**config.mk**
```make
export PLATFORM = sky130hd
export DESIGN_NAME = round_pack
export DESIGN_NICKNAME = d
export VERILOG_FILES = /design/src/rtl/round_pack.sv
export SDC_FILE = /design/constraint.sdc
export NUM_CORES = 1
export LEC_CHECK = 0
export ABC_AREA = 1
export CORE_MARGIN = 2
export CORE_UTILIZATION = 45
export DETAILED_ROUTE_END_ITERATION = 7
export PLACE_DENSITY = 0.68
export SLEW_MARGIN = 5
export SYNTH_ARGS = -nofsm -noshare
export SYNTH_HDL_FRONTEND = slang
export SYNTH_SLANG_ARGS = --single-unit
export TNS_END_PERCENT = 1
```
**constraint.sdc**
```tcl
create_clock -name clk -period 4.7 [get_ports clk]
set_clock_uncertainty 0.05 [all_clocks]
set_input_delay 0.94 -clock clk [delete_from_list [all_inputs] [get_ports clk]]
set_output_delay 0.94 -clock clk [all_outputs]
set_load 0.1 [all_outputs]
```
**src/rtl/round_pack.sv**
```systemverilog
// Purpose: final float-add stage; rounds a normalized 27-bit fraction to nearest-even and packs an IEEE-754 single.
// Latency: 2 cycles from input transfer to out_valid, 1 result per cycle when out_ready stays high.
// Backpressure: valid/ready on both sides; at most 2 items in flight, in_ready drops when both stages are full and out_ready=0.
//
// Ports:
//   clk, rst_n                 rising-edge clock, asynchronous active-low reset
//   in_valid / in_ready        upstream handshake
//   sign_in, fract_in, exp_in  normalized operand: fract_in = {hidden, mant[22:0], G, R, S}
//   out_valid / out_ready      downstream handshake
//   result                     packed {sign, exp[7:0], mant[22:0]}
//   flag_overflow/underflow/inexact  status, registered alongside result
module round_pack #(
    parameter int unsigned BIAS_MAX = 254
) (
    input  logic        clk,
    input  logic        rst_n,
    input  logic        in_valid,
    output logic        in_ready,
    input  logic        sign_in,
    input  logic [26:0] fract_in,
    input  logic [7:0]  exp_in,
    output logic        out_valid,
    input  logic        out_ready,
    output logic [31:0] result,
    output logic        flag_overflow,
    output logic        flag_underflow,
    output logic        flag_inexact
);

    // ------------------------------------------------------------------
    // Handshake
    // ------------------------------------------------------------------
    logic s1_valid;
    logic s2_valid;
    logic s1_adv;
    logic s2_adv;

    assign s2_adv    = !s2_valid || out_ready;
    assign s1_adv    = !s1_valid || s2_adv;
    assign in_ready  = s1_adv;
    assign out_valid = s2_valid;

    // ------------------------------------------------------------------
    // Stage 1: round to nearest-even
    // ------------------------------------------------------------------
    logic        lsb;
    logic        guard;
    logic        sticky;
    logic        round_up;
    logic [22:0] mant_rnd;
    logic        carry_rnd;

    assign lsb      = fract_in[3];
    assign guard    = fract_in[2];
    assign sticky   = fract_in[1] | fract_in[0];
    assign round_up = guard && (sticky || lsb);

    // The rounded 25-bit significand {carry, hidden, mant} is kept only as the
    // two pieces stage 2 needs. The mantissa increment wraps to zero exactly when
    // a carry out of the hidden bit occurs, which is the mantissa required in
    // that case anyway; the hidden bit itself is implied by the packed format.
    assign mant_rnd  = fract_in[25:3] + {22'd0, round_up};
    assign carry_rnd = fract_in[26] & (&fract_in[25:3]) & round_up;

    logic        s1_sign;
    logic [7:0]  s1_exp;
    logic [22:0] s1_mant;
    logic        s1_carry;
    logic        s1_inexact;
    logic        s1_zero;

    always_ff @(posedge clk or negedge rst_n) begin
        if (!rst_n) begin
            s1_valid   <= 1'b0;
            s1_sign    <= 1'b0;
            s1_exp     <= 8'd0;
            s1_mant    <= 23'd0;
            s1_carry   <= 1'b0;
            s1_inexact <= 1'b0;
            s1_zero    <= 1'b0;
        end else if (s1_adv) begin
            s1_valid <= in_valid;
            if (in_valid) begin
                s1_sign    <= sign_in;
                s1_exp     <= exp_in;
                s1_mant    <= mant_rnd;
                s1_carry   <= carry_rnd;
                s1_inexact <= |fract_in[2:0];
                s1_zero    <= (fract_in == 27'd0);
            end
        end
    end

    // ------------------------------------------------------------------
    // Stage 2: exponent fix-up, special cases, pack
    // ------------------------------------------------------------------
    logic [8:0]  exp_eff;
    logic [31:0] pack_res;
    logic        pack_ovf;
    logic        pack_unf;
    logic        pack_inx;

    // 9-bit so that a carry from exponent 255 (or 254) is seen as overflow.
    assign exp_eff = {1'b0, s1_exp} + {8'd0, s1_carry};

    always_comb begin
        pack_res = 32'h0000_0000;
        pack_ovf = 1'b0;
        pack_unf = 1'b0;
        pack_inx = 1'b0;
        if (s1_zero) begin
            // Exact zero packs as +0 regardless of sign (x - x under RNE).
            pack_res = 32'h0000_0000;
        end else if (exp_eff > 9'(BIAS_MAX)) begin
            pack_res = {s1_sign, 8'hFF, 23'h0};
            pack_ovf = 1'b1;
            pack_inx = 1'b1;
        end else if (exp_eff == 9'd0) begin
            // No denormals: anything landing at exponent 0 flushes to signed zero.
            pack_res = {s1_sign, 31'h0};
            pack_unf = 1'b1;
            pack_inx = 1'b1;
        end else begin
            pack_res = {s1_sign, exp_eff[7:0], s1_mant};
            pack_inx = s1_inexact;
        end
    end

    always_ff @(posedge clk or negedge rst_n) begin
        if (!rst_n) begin
            s2_valid       <= 1'b0;
            result         <= 32'h0000_0000;
            flag_overflow  <= 1'b0;
            flag_underflow <= 1'b0;
            flag_inexact   <= 1'b0;
        end else if (s2_adv) begin
            s2_valid <= s1_valid;
            if (s1_valid) begin
                result         <= pack_res;
                flag_overflow  <= pack_ovf;
                flag_underflow <= pack_unf;
                flag_inexact   <= pack_inx;
            end
        end
    end

endmodule
```
==> flow_metrics.py <==
metrics = {
    "outcome": {
        "status": "completed",
    },
    "sta": {
        "grt_setup_unrepaired": "false",
        "finalHoldViolations": 0,
        "slew_headroom": 0.349,
        "fmax_ghz": 0.352,
        "worst_pin_slew_ns": 0.973,
        "finalSetupTns_ns": 0,
        "fin_crit_ns": 2.84,
        "finalMaxSlewViolations": 0,
        "min_period_over_period": 0.604,
        "final-setup-viol-count": 0,
    },
    "power_and_ir_drop": {
        "peakVddDrop_mv": 0.242,
        "power_leakage_uw": 0.00242,
        "pwr_density_cell_nw_per_um2": 526,
    },
    "logic_synthesis": {
        "ys_types": 32,
        "syn_area_sq_um": 3940,
        "synth_nets": 571,
        "synth_flop_cell": "dfrtp_1",
        "synth_edf_count": 0,
        "synth-async-reset-ratio": 1.00,
        "netlist_instances": 528,
        "syn_avg_cell_area_sq_um": 7.46,
        "ys_seq_area_frac": 0.458,
        "yosys_warnings": 0,
        "synth_area_leaders": "dfrtp_1 (46%), nand2_1 (16%), inv_1 (5.5%)",
        "yosysTopAreaCell": "dfrtp_1",
        "ys_ff_latch": 72,
        "synth_top_area_frac": 0.458,
    },
    "cts": {
        "cts_made_buffers": 9,
        "clk_pin_slew_ns": 0.07,
        "clock_latency_ns": 0.34,
        "cts-root-buf": "clkbuf_8",
        "cts_hold_buf": 0,
        "h-tree-depth": 3,
        "cts_tree": "done",
        "clk_path_buf_depth": 2,
        "cts.sinks": 72,
        "cts_setup_buffers": 0,
        "cts_resized": 0,
    },
    "worst_setup_path": {
        "critPathKind": "reg -> out",
        "rr_endpoint": "result[1]",
        "arrival_ns": 1.85,
        "cp-start-kind": "flip-flop",
        "path_cells": "clkdlybuf4s50_1",
        "critPathBufInv": 1,
        "critPathMaxStageDelay_ns": 1.15,
        "end_kind": "primary output",
        "crit_cells": 1,
        "r2r-start": "s1_exp[0]",
        "r2r_slack_ns": 2.35,
        "crit_slowest_cell": "clkdlybuf4s50_1",
        "cp_top_family": "buffers and inverters",
        "setup.worst_path.end": "result[31]",
        "r2r_cells": 9,
        "critPathRequiredTime_ns": 3.71,
        "critPathMaxFanout": 2,
        "startpoint": "result[31]",
    },
    "finish": {
        "final_cells": 713,
        "final_nets": 643,
        "layout-area-overhead-vs-synth_pct": 27.2,
        "final_layout_size_suffix_gt1_frac": 0.0760,
        "antenna_cells": 0,
        "fin_util": 0.583,
    },
    "route": {
        "wl_per_cell_um": 13.1,
        "drtAntennaViolNets": 0,
        "dr_total_vias": 3615,
        "drt_iter0_markers": 214,
        "route.detailed.drc": 0,
        "drt-pass1-iter-count": 5,
        "wl_mm": 9.33,
        "post_drt_via_cell_ratio": 5.07,
    },
    "hold_path": {
        "hold_path_class": "reg -> reg",
    },
    "placement": {
        "placed_cells": 697,
        "hpwl_mm": 6.98,
        "place.gp.congestion": 0.917,
        "portBuffers": 76,
    },
    "global_route": {
        "grt_pass1_wl_mm": 16.0,
        "grt_pass1_vias": 3384,
        "antenna_found_initial": 0,
        "grt_start_max_net_pins": 39,
        "track_usage": 0.206,
        "overflow": 0,
    },
    "floorplan": {
        "die_area_sq_um": 9510,
        "die_h_um": 97.5,
        "pin_count": 77,
        "coreArea_sq_um": 8590,
        "floorplan.initialDensity": 0.458,
        "placementRows": 34,
        "die_x_um": 97.5,
    },
    "job": {
        "max_cap_violations": 0,
    },
}
==> state kept, by name, summed over array words and instances (netlist names) <==
signal and count:
s1_sign 1, flag_underflow 1, flag_overflow 1, s1_inexact 1, s1_exp 8, result 32, s1_valid 1, s1_zero 1
out_valid 1, s1_mant 23, flag_inexact 1, s1_carry 1
==> synthesized netlist by cell type, types with 3 or more instances <==
master,count
nand2_1,173
nor3_1,9
o21ai_1,5
nor2_2,4
dfrtp_1,72
inv_2,3
inv_1,58
nor2_4,6
nor4_1,6
ha_1,3
clkbuf_1,9
nand4_1,34
o21ai_0,28
nand2_2,6
nor2_1,50
buf_2,6
o22ai_1,4
a31oi_1,3
xor2_1,8
nand3_1,26
==> final cells by class <==
type	count	area, sq um
Sequential cell	72	1800
Multi-Input combinational cell	375	1800
Inverter	63	236
Clock buffer	11	151
Timing Repair Buffer	79	776
Fill cell	794	3590
Clock inverter	5	103
Tap cell	108	135
==> report_power, final <==
part / total (uW) / internal, uW / switching (uW)
Clock: 606 / 381 / 225
Sequential: 829 / 751 / 78.6
Combinational: 1200 / 277 / 923
==> per-layer routing <==
metal	global-route usage	up-vias	wire, um
met4	0.0470	0	103
met1	0.326	1624	4830
met5	0	-	0
met3	0.0439	9	588
li1	-	1842	-
met2	0.287	140	3810
==> metrics by stage <==
step	hold WS, ns	power [uW]	setup slack, ns	instance area (sq um)
2_1_floorplan	0.399	1730	1.45	3940
3_3_place_gp	0.413	2030	1.65	4750
3_5_place_dp	0.417	2040	1.59	4750
4_1_cts	0.436	2650	1.84	5010
5_1_grt	0.458	2760	1.76	5010
6_report	0.430	2640	1.86	5010
==> placed cells by master (no fill, tap or decap), types with 2 or more instances in the layout <==
cell               n
nand2_1          173
clkdlybuf4s50_1   74
dfrtp_1           72
inv_1             58
nor2_1            50
nand4_1           34
o21ai_0           28
nand3_1           26
clkbuf_8          11
nor3_1             9
xor2_1             8
nand2_2            6
nor2_4             6
nor4_1             6
o21ai_1            5
nor2_2             4
o22ai_1            4
buf_4              4
inv_2              3
a31oi_1            3
ha_1               3
bufinv_16          3
clkinv_1           2
or2_2              2
==> worst min path at each step <==
stage,slack [ns],depth (start not counted),endpoint,start
global route,0.46,2,result[11],result[11]
detailed placement,0.42,2,result[11],result[11]
CTS,0.44,2,result[2],result[2]
floorplan,0.40,2,s1_mant[21],s1_mant[21]
finish,0.43,2,result[15],result[15]
global placement,0.41,2,result[2],result[2]
==> worst reg2reg max path, stage by stage (launching register included) <==
cell     delay [ns]
dfrtp_1        0.39
ha_1           0.24
ha_1           0.34
or2_2          0.32
nor2_1         0.11
nand2_1        0.06
nor2_1         0.23
nand3_4        0.26
nand4_1        0.17
nand2_1        0.06
==> kinds of logic after synthesis <==
logic type               after synthesis  share of synthesized area
AND/OR/NAND/NOR                      321                      0.373
buffers and inverters                 81                     0.0839
XOR/XNOR                               9                     0.0200
flip-flops                            72                      0.458
adder cells (fa/ha/maj)                3                    0.00954
AO/OA/AOI/OAI                         42                     0.0563
(Power assumes the default switching activity.)
